**src/rtl/mips_main_controller_pkg.sv**
```systemverilog
// Shared definitions for the multicycle MIPS control path: opcode values,
// ALU class codes, datapath select encodings and the controller state set.
package mips_pkg;

    // Instruction opcodes (instr[31:26]) understood by the controller
    localparam logic [5:0] OP_RTYPE = 6'b000000;
    localparam logic [5:0] OP_LW    = 6'b100011;
    localparam logic [5:0] OP_SW    = 6'b101011;
    localparam logic [5:0] OP_BEQ   = 6'b000100;
    localparam logic [5:0] OP_ADDI  = 6'b001000;
    localparam logic [5:0] OP_J     = 6'b000010;

    // ALU class codes handed to the ALU function decoder (2'b11 is unused)
    localparam logic [1:0] ALUOP_ADD   = 2'b00;
    localparam logic [1:0] ALUOP_SUB   = 2'b01;
    localparam logic [1:0] ALUOP_FUNCT = 2'b10;

    // PC source select
    localparam logic [1:0] PCSRC_ALURESULT = 2'b00;
    localparam logic [1:0] PCSRC_ALUOUT    = 2'b01;
    localparam logic [1:0] PCSRC_JUMP      = 2'b10;

    // ALU B operand select
    localparam logic [1:0] SRCB_REGB    = 2'b00;
    localparam logic [1:0] SRCB_FOUR    = 2'b01;
    localparam logic [1:0] SRCB_IMM     = 2'b10;
    localparam logic [1:0] SRCB_IMM_SH2 = 2'b11;

    // Controller states, one per step of the multicycle sequence
    typedef enum logic [3:0] {
        S_FETCH   = 4'd0,
        S_DECODE  = 4'd1,
        S_MEMADR  = 4'd2,
        S_MEMRD   = 4'd3,
        S_MEMWB   = 4'd4,
        S_MEMWR   = 4'd5,
        S_EXECUTE = 4'd6,
        S_ALUWB   = 4'd7,
        S_BRANCH  = 4'd8,
        S_ADDIEX  = 4'd9,
        S_ADDIWB  = 4'd10,
        S_JUMP    = 4'd11
    } ctrl_state_t;

    // Every datapath control the FSM produces, bundled for the decoder
    typedef struct packed {
        logic       ior_d;
        logic       mem_req;
        logic       mem_write;
        logic       ir_write;
        logic       pc_write;
        logic       branch;
        logic [1:0] pc_src;
        logic       alu_src_a;
        logic [1:0] alu_src_b;
        logic [1:0] alu_operation;
        logic       reg_write;
        logic       reg_dst;
        logic       mem_to_reg;
        logic       illegal_op;
    } ctrl_outputs_t;

    // States that sit on the memory and wait for mem_ready
    function automatic logic is_wait_state(ctrl_state_t s);
        return (s == S_FETCH) || (s == S_MEMRD) || (s == S_MEMWR);
    endfunction

    // Opcodes the decode step knows how to dispatch
    function automatic logic is_legal_opcode(logic [5:0] op);
        return (op == OP_RTYPE) || (op == OP_LW) || (op == OP_SW) ||
               (op == OP_BEQ) || (op == OP_ADDI) || (op == OP_J);
    endfunction

endpackage

```
**src/rtl/mips_ctrl_output_decode.sv**
```systemverilog
// Combinational map from controller state to every datapath control.
// Moore outputs, except the FETCH loads which also wait on mem_ready.
module mips_ctrl_output_decode
    import mips_pkg::*;
(
    input  ctrl_state_t   state,
    input  logic          mem_ready,
    input  logic          reset,
    input  logic [5:0]    opcode,
    output ctrl_outputs_t ctrl
);

    // All controls default to zero; reset forces them to stay there so no
    // write enable can fire while an instruction is being aborted.
    always_comb begin
        ctrl = '0;
        if (!reset) begin
            case (state)
                S_FETCH: begin
                    ctrl.mem_req       = 1'b1;
                    ctrl.ior_d         = 1'b0;
                    ctrl.alu_src_a     = 1'b0;
                    ctrl.alu_src_b     = SRCB_FOUR;
                    ctrl.alu_operation = ALUOP_ADD;
                    ctrl.pc_src        = PCSRC_ALURESULT;
                    ctrl.ir_write      = mem_ready;
                    ctrl.pc_write      = mem_ready;
                end
                S_DECODE: begin
                    ctrl.alu_src_a     = 1'b0;
                    ctrl.alu_src_b     = SRCB_IMM_SH2;
                    ctrl.alu_operation = ALUOP_ADD;
                    ctrl.illegal_op    = !is_legal_opcode(opcode);
                end
                S_MEMADR: begin
                    ctrl.alu_src_a     = 1'b1;
                    ctrl.alu_src_b     = SRCB_IMM;
                    ctrl.alu_operation = ALUOP_ADD;
                end
                S_MEMRD: begin
                    ctrl.mem_req = 1'b1;
                    ctrl.ior_d   = 1'b1;
                end
                S_MEMWB: begin
                    ctrl.reg_write  = 1'b1;
                    ctrl.reg_dst    = 1'b0;
                    ctrl.mem_to_reg = 1'b1;
                end
                S_MEMWR: begin
                    ctrl.mem_req   = 1'b1;
                    ctrl.mem_write = 1'b1;
                    ctrl.ior_d     = 1'b1;
                end
                S_EXECUTE: begin
                    ctrl.alu_src_a     = 1'b1;
                    ctrl.alu_src_b     = SRCB_REGB;
                    ctrl.alu_operation = ALUOP_FUNCT;
                end
                S_ALUWB: begin
                    ctrl.reg_write  = 1'b1;
                    ctrl.reg_dst    = 1'b1;
                    ctrl.mem_to_reg = 1'b0;
                end
                S_BRANCH: begin
                    ctrl.alu_src_a     = 1'b1;
                    ctrl.alu_src_b     = SRCB_REGB;
                    ctrl.alu_operation = ALUOP_SUB;
                    ctrl.branch        = 1'b1;
                    ctrl.pc_src        = PCSRC_ALUOUT;
                end
                S_ADDIEX: begin
                    ctrl.alu_src_a     = 1'b1;
                    ctrl.alu_src_b     = SRCB_IMM;
                    ctrl.alu_operation = ALUOP_ADD;
                end
                S_ADDIWB: begin
                    ctrl.reg_write  = 1'b1;
                    ctrl.reg_dst    = 1'b0;
                    ctrl.mem_to_reg = 1'b0;
                end
                S_JUMP: begin
                    ctrl.pc_write = 1'b1;
                    ctrl.pc_src   = PCSRC_JUMP;
                end
                default: begin
                    ctrl = '0;
                end
            endcase
        end
    end

endmodule

```
**src/rtl/mips_main_controller.sv**
```systemverilog
// Multicycle MIPS main control FSM: sequences fetch/decode/execute/memory/
// writeback, tracks memory wait time and raises a sticky timeout flag.
module mips_main_controller
    import mips_pkg::*;
#(
    parameter int MEM_WAIT_MAX = 15
)
(
    input  logic       clk,
    input  logic       reset,
    input  logic [5:0] opcode,
    input  logic       mem_ready,
    output logic       ior_d,
    output logic       mem_req,
    output logic       mem_write,
    output logic       ir_write,
    output logic       pc_write,
    output logic       branch,
    output logic [1:0] pc_src,
    output logic       alu_src_a,
    output logic [1:0] alu_src_b,
    output logic [1:0] alu_operation,
    output logic       reg_write,
    output logic       reg_dst,
    output logic       mem_to_reg,
    output logic       illegal_op,
    output logic       mem_timeout
);

    // A limit of zero disables the timeout; the 4-bit counter saturates at
    // 15, so larger limits can never be reached either.
    localparam logic       TIMEOUT_EN = (MEM_WAIT_MAX > 0) && (MEM_WAIT_MAX <= 15);
    localparam logic [3:0] WAIT_LIMIT = 4'(MEM_WAIT_MAX);

    ctrl_state_t   state_q, state_d;
    logic [3:0]    wait_cnt_q, wait_cnt_d;
    logic          mem_timeout_q, mem_timeout_d;
    ctrl_outputs_t ctrl;

    // State, wait counter and timeout flag registers with synchronous reset
    always_ff @(posedge clk) begin
        if (reset) begin
            state_q       <= S_FETCH;
            wait_cnt_q    <= 4'd0;
            mem_timeout_q <= 1'b0;
        end else begin
            state_q       <= state_d;
            wait_cnt_q    <= wait_cnt_d;
            mem_timeout_q <= mem_timeout_d;
        end
    end

    // Next-state sequencing; memory states hold until mem_ready.
    // MEMADR looks at the opcode again to split loads from stores, which is
    // safe because the IR is not reloaded until the next FETCH.
    always_comb begin
        state_d = state_q;
        case (state_q)
            S_FETCH: begin
                if (mem_ready) state_d = S_DECODE;
            end
            S_DECODE: begin
                case (opcode)
                    OP_LW, OP_SW: state_d = S_MEMADR;
                    OP_RTYPE:     state_d = S_EXECUTE;
                    OP_BEQ:       state_d = S_BRANCH;
                    OP_ADDI:      state_d = S_ADDIEX;
                    OP_J:         state_d = S_JUMP;
                    default:      state_d = S_FETCH;
                endcase
            end
            S_MEMADR:  state_d = (opcode == OP_SW) ? S_MEMWR : S_MEMRD;
            S_MEMRD: begin
                if (mem_ready) state_d = S_MEMWB;
            end
            S_MEMWB:   state_d = S_FETCH;
            S_MEMWR: begin
                if (mem_ready) state_d = S_FETCH;
            end
            S_EXECUTE: state_d = S_ALUWB;
            S_ALUWB:   state_d = S_FETCH;
            S_BRANCH:  state_d = S_FETCH;
            S_ADDIEX:  state_d = S_ADDIWB;
            S_ADDIWB:  state_d = S_FETCH;
            S_JUMP:    state_d = S_FETCH;
            default:   state_d = S_FETCH;
        endcase
    end

    // Count stalled memory cycles within one state visit; the timeout flag
    // latches the first time the count lands on the limit and the access
    // keeps waiting regardless.
    always_comb begin
        wait_cnt_d = wait_cnt_q;
        if (state_d != state_q) begin
            wait_cnt_d = 4'd0;
        end else if (is_wait_state(state_q) && !mem_ready && (wait_cnt_q != 4'hF)) begin
            wait_cnt_d = wait_cnt_q + 4'd1;
        end
        mem_timeout_d = mem_timeout_q |
                        (TIMEOUT_EN && (wait_cnt_d == WAIT_LIMIT));
    end

    // Output decode lives in its own block so the control table reads in
    // one place
    mips_ctrl_output_decode u_output_decode (
        .state     (state_q),
        .mem_ready (mem_ready),
        .reset     (reset),
        .opcode    (opcode),
        .ctrl      (ctrl)
    );

    assign ior_d         = ctrl.ior_d;
    assign mem_req       = ctrl.mem_req;
    assign mem_write     = ctrl.mem_write;
    assign ir_write      = ctrl.ir_write;
    assign pc_write      = ctrl.pc_write;
    assign branch        = ctrl.branch;
    assign pc_src        = ctrl.pc_src;
    assign alu_src_a     = ctrl.alu_src_a;
    assign alu_src_b     = ctrl.alu_src_b;
    assign alu_operation = ctrl.alu_operation;
    assign reg_write     = ctrl.reg_write;
    assign reg_dst       = ctrl.reg_dst;
    assign mem_to_reg    = ctrl.mem_to_reg;
    assign illegal_op    = ctrl.illegal_op;
    assign mem_timeout   = mem_timeout_q;

endmodule

```
**config.mk**
```make
export PLATFORM = sky130hd
export DESIGN_NAME = mips_main_controller
export DESIGN_NICKNAME = d
export VERILOG_FILES = /design/src/rtl/mips_main_controller_pkg.sv /design/src/rtl/mips_ctrl_output_decode.sv /design/src/rtl/mips_main_controller.sv
export SDC_FILE = /design/constraint.sdc
export NUM_CORES = 1
export LEC_CHECK = 0
export ABC_AREA = 1
export CAP_MARGIN = 15
export CORE_MARGIN = 1
export CORE_UTILIZATION = 44
export DETAILED_ROUTE_END_ITERATION = 16
export GPL_TIMING_DRIVEN = 0
export PLACE_DENSITY = 0.76
export REMOVE_ABC_BUFFERS = 1
export SETUP_SLACK_MARGIN = 0.1
export SLEW_MARGIN = 0
export SYNTH_ARGS = -nofsm -noshare
export SYNTH_HDL_FRONTEND = slang
export SYNTH_SLANG_ARGS = --single-unit
```
**constraint.sdc**
```tcl
create_clock -name clk -period 1.55 [get_ports clk]
set_input_delay 0.2325 -clock clk [delete_from_list [all_inputs] [get_ports clk]]
set_output_delay 0.2325 -clock clk [all_outputs]
set_load 0.005 [all_outputs]
```
==> flow_summary.yaml, run 1 <==
status:
  status: "complete, but fails checks"
  violations: "setup timing"
cells_and_area:
  final_layout_size_suffix_gt1_frac: 0.624
  synthToLayoutAreaGrowth_pct: 97.8
  stdcell_area_um2: 1580
  antenna_cells: 0
  final_nets: 208
worst_hold_path:
  holdPathStages: 2
  hp-class: "in2reg"
  hold_start: "reset"
detailed_routing:
  drc: 0
  vias_per_cell: 5.80
  routedWlPerCell_um: 19.7
  drt_iter0_drc: 88
  ant_nets: 0
  drt-pass1-iter-count: 5
  routed_wl_mm: 4.36
  num_vias: 1288
global_routing:
  grt_antenna_before_repair: 0
  groute.usage.overall: 0.350
  met1_usage: 0.443
  grt_pass1_vias: 1087
  use_met3: 0.0531
  grt_pass1_wl_mm: 5.08
  grt_max_degree: 19
  gr-usage-met2: 0.579
  overflow: 0
  grt_busiest_layer: "met2"
clock_tree:
  cts_tree: "built"
  cts_buffers: 3
  cts_root_buffer: "clkbuf_4"
  cts_hold_buf: 0
  htree_levels: 1
  cts_buffer_depth: 2
  clk_pin_slew_ps: 70
  clk-insertion-delay-late_ps: 270
  cts_sinks: 9
logic_synthesis:
  synth.yosys.warnings: 0
  ys.flop_type: "dfxtp_1"
  netlist_area_um2: 798
  yosys-top-cells-area: "dfxtp_1 23%, nand2_1 11%, nor2_1 11%"
  synthArstFlopShare: 0
  yosysTopAreaCell: "dfxtp_1"
  yosysUniqueCellTypes: 25
  syn_inst: 132
  seq_area_frac_synth: 0.226
  synth_top_area_frac: 0.226
  ys_seq_elements: 9
  syn_area_per_cell_um2: 6.05
  synthTopCellsByCount: "23 x nand2_1, 23 x nor2_1, 21 x inv_1"
  synth_edf_count: 0
worst_setup_path:
  critical_path_class: "reg2out"
  cp_common_cell: "nor2_4"
  critical-path-slowest-cell: "dfxtp_4"
  worstSetupPathDepth: 7
  crit_arrival_ps: 1460
  end_kind: "primary output"
  critPathTopFamily: "flip-flops"
  r2r-start: "state_q[3]"
  worst-r2r-cell-count: 11
  r2r_slack_ps: -120
  startpoint: "state_q[3]"
  start_kind: "flop"
  cp.required_ps: 1320
  crit_end: "alu_src_b[1]"
  r2r_end: "state_q[1]"
  critPathBufInv: 4
  cp_max_fo: 4
  slowest_delay_ps: 380
  worstPathCellList: "nor2_4 -> buf_6 -> inv_4 -> nor2_4 -> inv_2 -> a31oi_1 -> buf_2"
sta:
  drv_slew: 0
  finalCriticalPeriod_ps: 1690
  tightestPinTransition_ps: 431
  hold_viol_final: 0
  post-route-period-util: 1.09
  timing.fmax_ghz: 0.593
  finalSetupViolCount: 12
  relSlewSlack: 0.712
  finalWorstSetupSlack_ps: -138
  rsz0062_at_grt: "yes"
  skew_ps: 5.06
flow_run:
  drv_cap: 0
pwr:
  ir_drop_mv: 0.461
  fin_total_pwr_mw: 0.681
  power_frac_seq: 0.355
  clock_power_share: 0.294
  powerDensity_nw_per_um2: 431
  intPower_mw: 0.431
  cellLeakagePower_nw: 0.723
  p_comb_frac: 0.352
  switching_share: 0.367
  p_switching_mw: 0.250
floorplanning:
  io_pins: 27
  start_util: 0.467
  row_count: 15
  core_area_um2: 1710
  die_h_um: 44.6
  dieArea_um2: 1990
  die_w_um: 44.6
placed_design:
  portBuffers: 26
  dpl.hpwl_mm: 1.54
  post-place-ws_ps: -837
  gp_congestion: 0.820
  placed_cell_area_um2: 1070
power groups by stage:
stage	Sequential, mW	Clock, mW	Combinational, mW
floorplan	0.247	0	0.0806
global route	0.243	0.213	0.250
global placement	0.248	0	0.140
detailed placement	0.248	0	0.143
finish	0.241	0.200	0.240
CTS	0.240	0.193	0.168
layout by cell type, fill, tap and decap left out, types with 7 or more instances in the layout:
cell type,count
buf_2,13
nand2_2,8
buf_6,9
nor2_1,9
nor2_4,9
nand3_1,8
buf_4,28
a21oi_1,7
inv_2,9
nand2_1,14
nor2_2,9
inv_1,11
cell type report:
type	count	area, um^2
inverter	23	93.8
fill	65	129
tap	25	31.3
multi-input combinational	97	738
sequential	9	195
clock buffer	4	26.3
timing repair buffer	64	494
worst min-delay path by stage:
stage | end | slack, ps
after floorplan | state_q[0] | 300
after global placement | mem_timeout | 440
after detailed placement | mem_timeout | 450
after CTS | mem_timeout | 460
after global routing | state_q[3] | 410
final | state_q[2] | 400
state kept, by name (all words and copies together), names as in the netlist:
signal and cells:
state_q 4, mem_timeout 1, wait_cnt_q 4
through the flow:
stage / utilization / hold WS, ps / instances / setup TNS [ps]
after floorplan: - / 302 / 129 / 0
after detailed placement: 0.627 / 449 / 180 / -8940
after global placement: 0.627 / 439 / 180 / -8500
after global routing: 0.925 / 410 / 222 / -1590
after CTS: 0.812 / 456 / 213 / -162
final: 0.925 / 398 / 222 / -1040
logic make-up (layout without fill, tap and decap cells):
logic type | Yosys count | in the layout | synth area share
xor+xnor | 2 | 2 | 0.0219
simple gates | 76 | 76 | 0.475
buf+inv | 26 | 91 | 0.132
compound gates | 18 | 18 | 0.130
fa+ha+maj | 1 | 1 | 0.0157
flops | 9 | 9 | 0.226
timing repair:
action / in CTS / in global routing
gates resized for setup: 106 / 51
setup buffers: 29 / 11
setup endpoints to repair: 17 / 22
cloned: 0 / 0
hold endpoints to repair: 0 / 0
pin swaps: 22 / 20
metal layers:
metal | vias to the layer above | wire length [um]
li1 | 559 | -
met1 | 575 | 1650
met2 | 117 | 2010
met3 | 37 | 389
met4 | 0 | 317
met5 | - | 0
(Power assumes the default switching activity.)
==> inputs of run 2 (changes only) <==
Clock period 1.55 ns to 1.8 ns, I/O delays scaled along.
==> flow_summary.yaml, run 2 (synthesis results as in run 1) <==
sta:
  rsz0062_at_grt: "yes"
  relSlewSlack: 0.753
  finalSetupViolCount: 0
  finalWorstSetupSlack_ps: 96.8
  timing.fmax_ghz: 0.587
  whs_ps: 382
  tightestPinTransition_ps: 370
  skew_ps: 0.423
  finalCriticalPeriod_ps: 1700
  drv_slew: 0
  hold_viol_final: 0
  post-route-period-util: 0.946
detailed_routing:
  drc: 0
  vias_per_cell: 5.23
  routedWlPerCell_um: 13.1
  ant_nets: 0
  routed_wl_mm: 2.57
  drt-pass1-iter-count: 4
  drt_iter0_drc: 27
  num_vias: 1025
worst_setup_path:
  start_kind: "flop"
  cp.required_ps: 1530
  end_kind: "primary output"
  worstPathCellList: "inv_2 -> nor2_2 -> inv_2 -> nor2_4 -> inv_1 -> a31oi_1 -> buf_2"
  critical-path-slowest-cell: "dfxtp_4"
  cp_max_fo: 6
  cp_common_cell: "inv_2"
  critical_path_class: "reg2out"
  crit_arrival_ps: 1430
  slowest_delay_ps: 390
cells_and_area:
  final_cell_mix: "20 x nand2_1, 16 x nor2_1, 15 x inv_1"
  final_layout_size_suffix_gt1_frac: 0.363
  antenna_cells: 0
  layout_commonest_cell: "nand2_1"
  n_fill_cell: 127
  final_nets: 182
  synthToLayoutAreaGrowth_pct: 61.1
  fin_util: 0.753
  multiInputGateArea_um2: 619
  ff_latch_area_um2: 193
pwr:
  p_switching_mw: 0.171
  cellLeakagePower_nw: 0.672
  ir_drop_mv: 0.446
  powerDensity_nw_per_um2: 403
  p_comb_frac: 0.277
  switching_share: 0.330
  clock_power_share: 0.323
  intPower_mw: 0.347
  power_frac_seq: 0.400
floorplanning:
  io_pins: 27
  start_util: 0.467
  core_area_um2: 1710
  die_w_um: 44.6
  row_count: 15
  die_h_um: 44.6
  dieArea_um2: 1990
placed_design:
  post-place-ws_ps: -662
  dpl.hpwl_mm: 1.54
  gp_congestion: 0.820
  portBuffers: 26
clock_tree:
  cts_buffers: 3
  htree_levels: 1
  cts_hold_buf: 0
  cts_root_buffer: "clkbuf_4"
  clk_pin_slew_ps: 70
  cts_buffer_depth: 2
  cts_sinks: 9
  clk-insertion-delay-late_ps: 270
  cts_tree: "built"
status:
  status: "finished clean"
global_routing:
  grt_pass1_wl_mm: 3.60
  grt_max_degree: 19
  grt_antenna_before_repair: 0
  groute.usage.overall: 0.247
  overflow: 0
  grt_pass1_vias: 862
flow_run:
  drv_cap: 0
worst_hold_path:
  hp-class: "in2reg"
-- run 2: changes by cell type in the layout (fill, tap and decap cells not counted), moves of 3 or more --
cell	before	now
clkbuf_2	5	1
inv_1	11	15
buf_4	28	10
dlymetal6s2s_1	0	7
buf_2	13	6
nor2_1	9	16
nand2_2	8	5
nor2_2	9	4
buf_6	9	2
inv_4	3	0
nand2_1	14	20
-- run 2: layout make-up --
class,count,share of cell area
repair buffers,38,0.257
clock buffers,4,0.0204
well taps,25,0.0243
inverters,23,0.0671
multi-input cells,97,0.482
flip-flops and latches,9,0.150
-- run 2: repair_timing --
item	in CTS	in global routing
setup buffers	5	7
pin swaps	6	9
resized for setup	51	30
endpoints found under the hold margin	0	0
endpoints found under the setup margin	17	11
-- run 2: path summary, 6_finish.rpt --
path	start	to	slack [ps]	depth (start not counted)
worst max register to register	state_q[1]	mem_timeout	360	11
worst max-delay path	state_q[1]	alu_src_b[1]	100	7
worst min register to register	mem_timeout	mem_timeout	460	2
worst min-delay path	reset	state_q[2]	380	2
-- run 2: layer usage --
layer / wire length (um) / global-route usage / vias up
li1: - / - / 509
met1: 1040 / 0.298 / 478
met2: 1370 / 0.429 / 34
met3: 126 / 0.0490 / 4
met4: 30 / 0.0909 / 0
met5: 0 / 0 / -
-- run 2: critical path, delay by kind of cell (launching register included) --
family | cells | cell delay, ps
flip-flops | 1 | 390
AO/OA/AOI/OAI | 1 | 190
AND/OR/NAND/NOR | 2 | 250
buffers and inverters | 4 | 320
-- run 2: power by group through the flow --
stage	clock network (mW)	registers, mW	logic [mW]
6_report	0.168	0.207	0.144
5_1_grt	0.179	0.208	0.157
4_1_cts	0.166	0.207	0.125
3_5_place_dp	0	0.214	0.123
3_3_place_gp	0	0.214	0.120
2_1_floorplan	0	0.213	0.0694
-- run 2: stage by stage --
stage	cells	cell area [um^2]	total power, mW	TNS [ps]
floorplan	129	779	0.282	0
global route	196	1290	0.544	0
detailed placement	180	1070	0.337	-5570
CTS	189	1190	0.498	-202
global placement	180	1070	0.334	-5170
finish	196	1290	0.518	0
==> inputs of run 3 (changes only) <==
Settings changed: ABC_CLOCK_PERIOD_IN_PS from default to 1800.
==> results of run 3 <==
The final DEF is identical to that of run 2; final timing and power are the same.
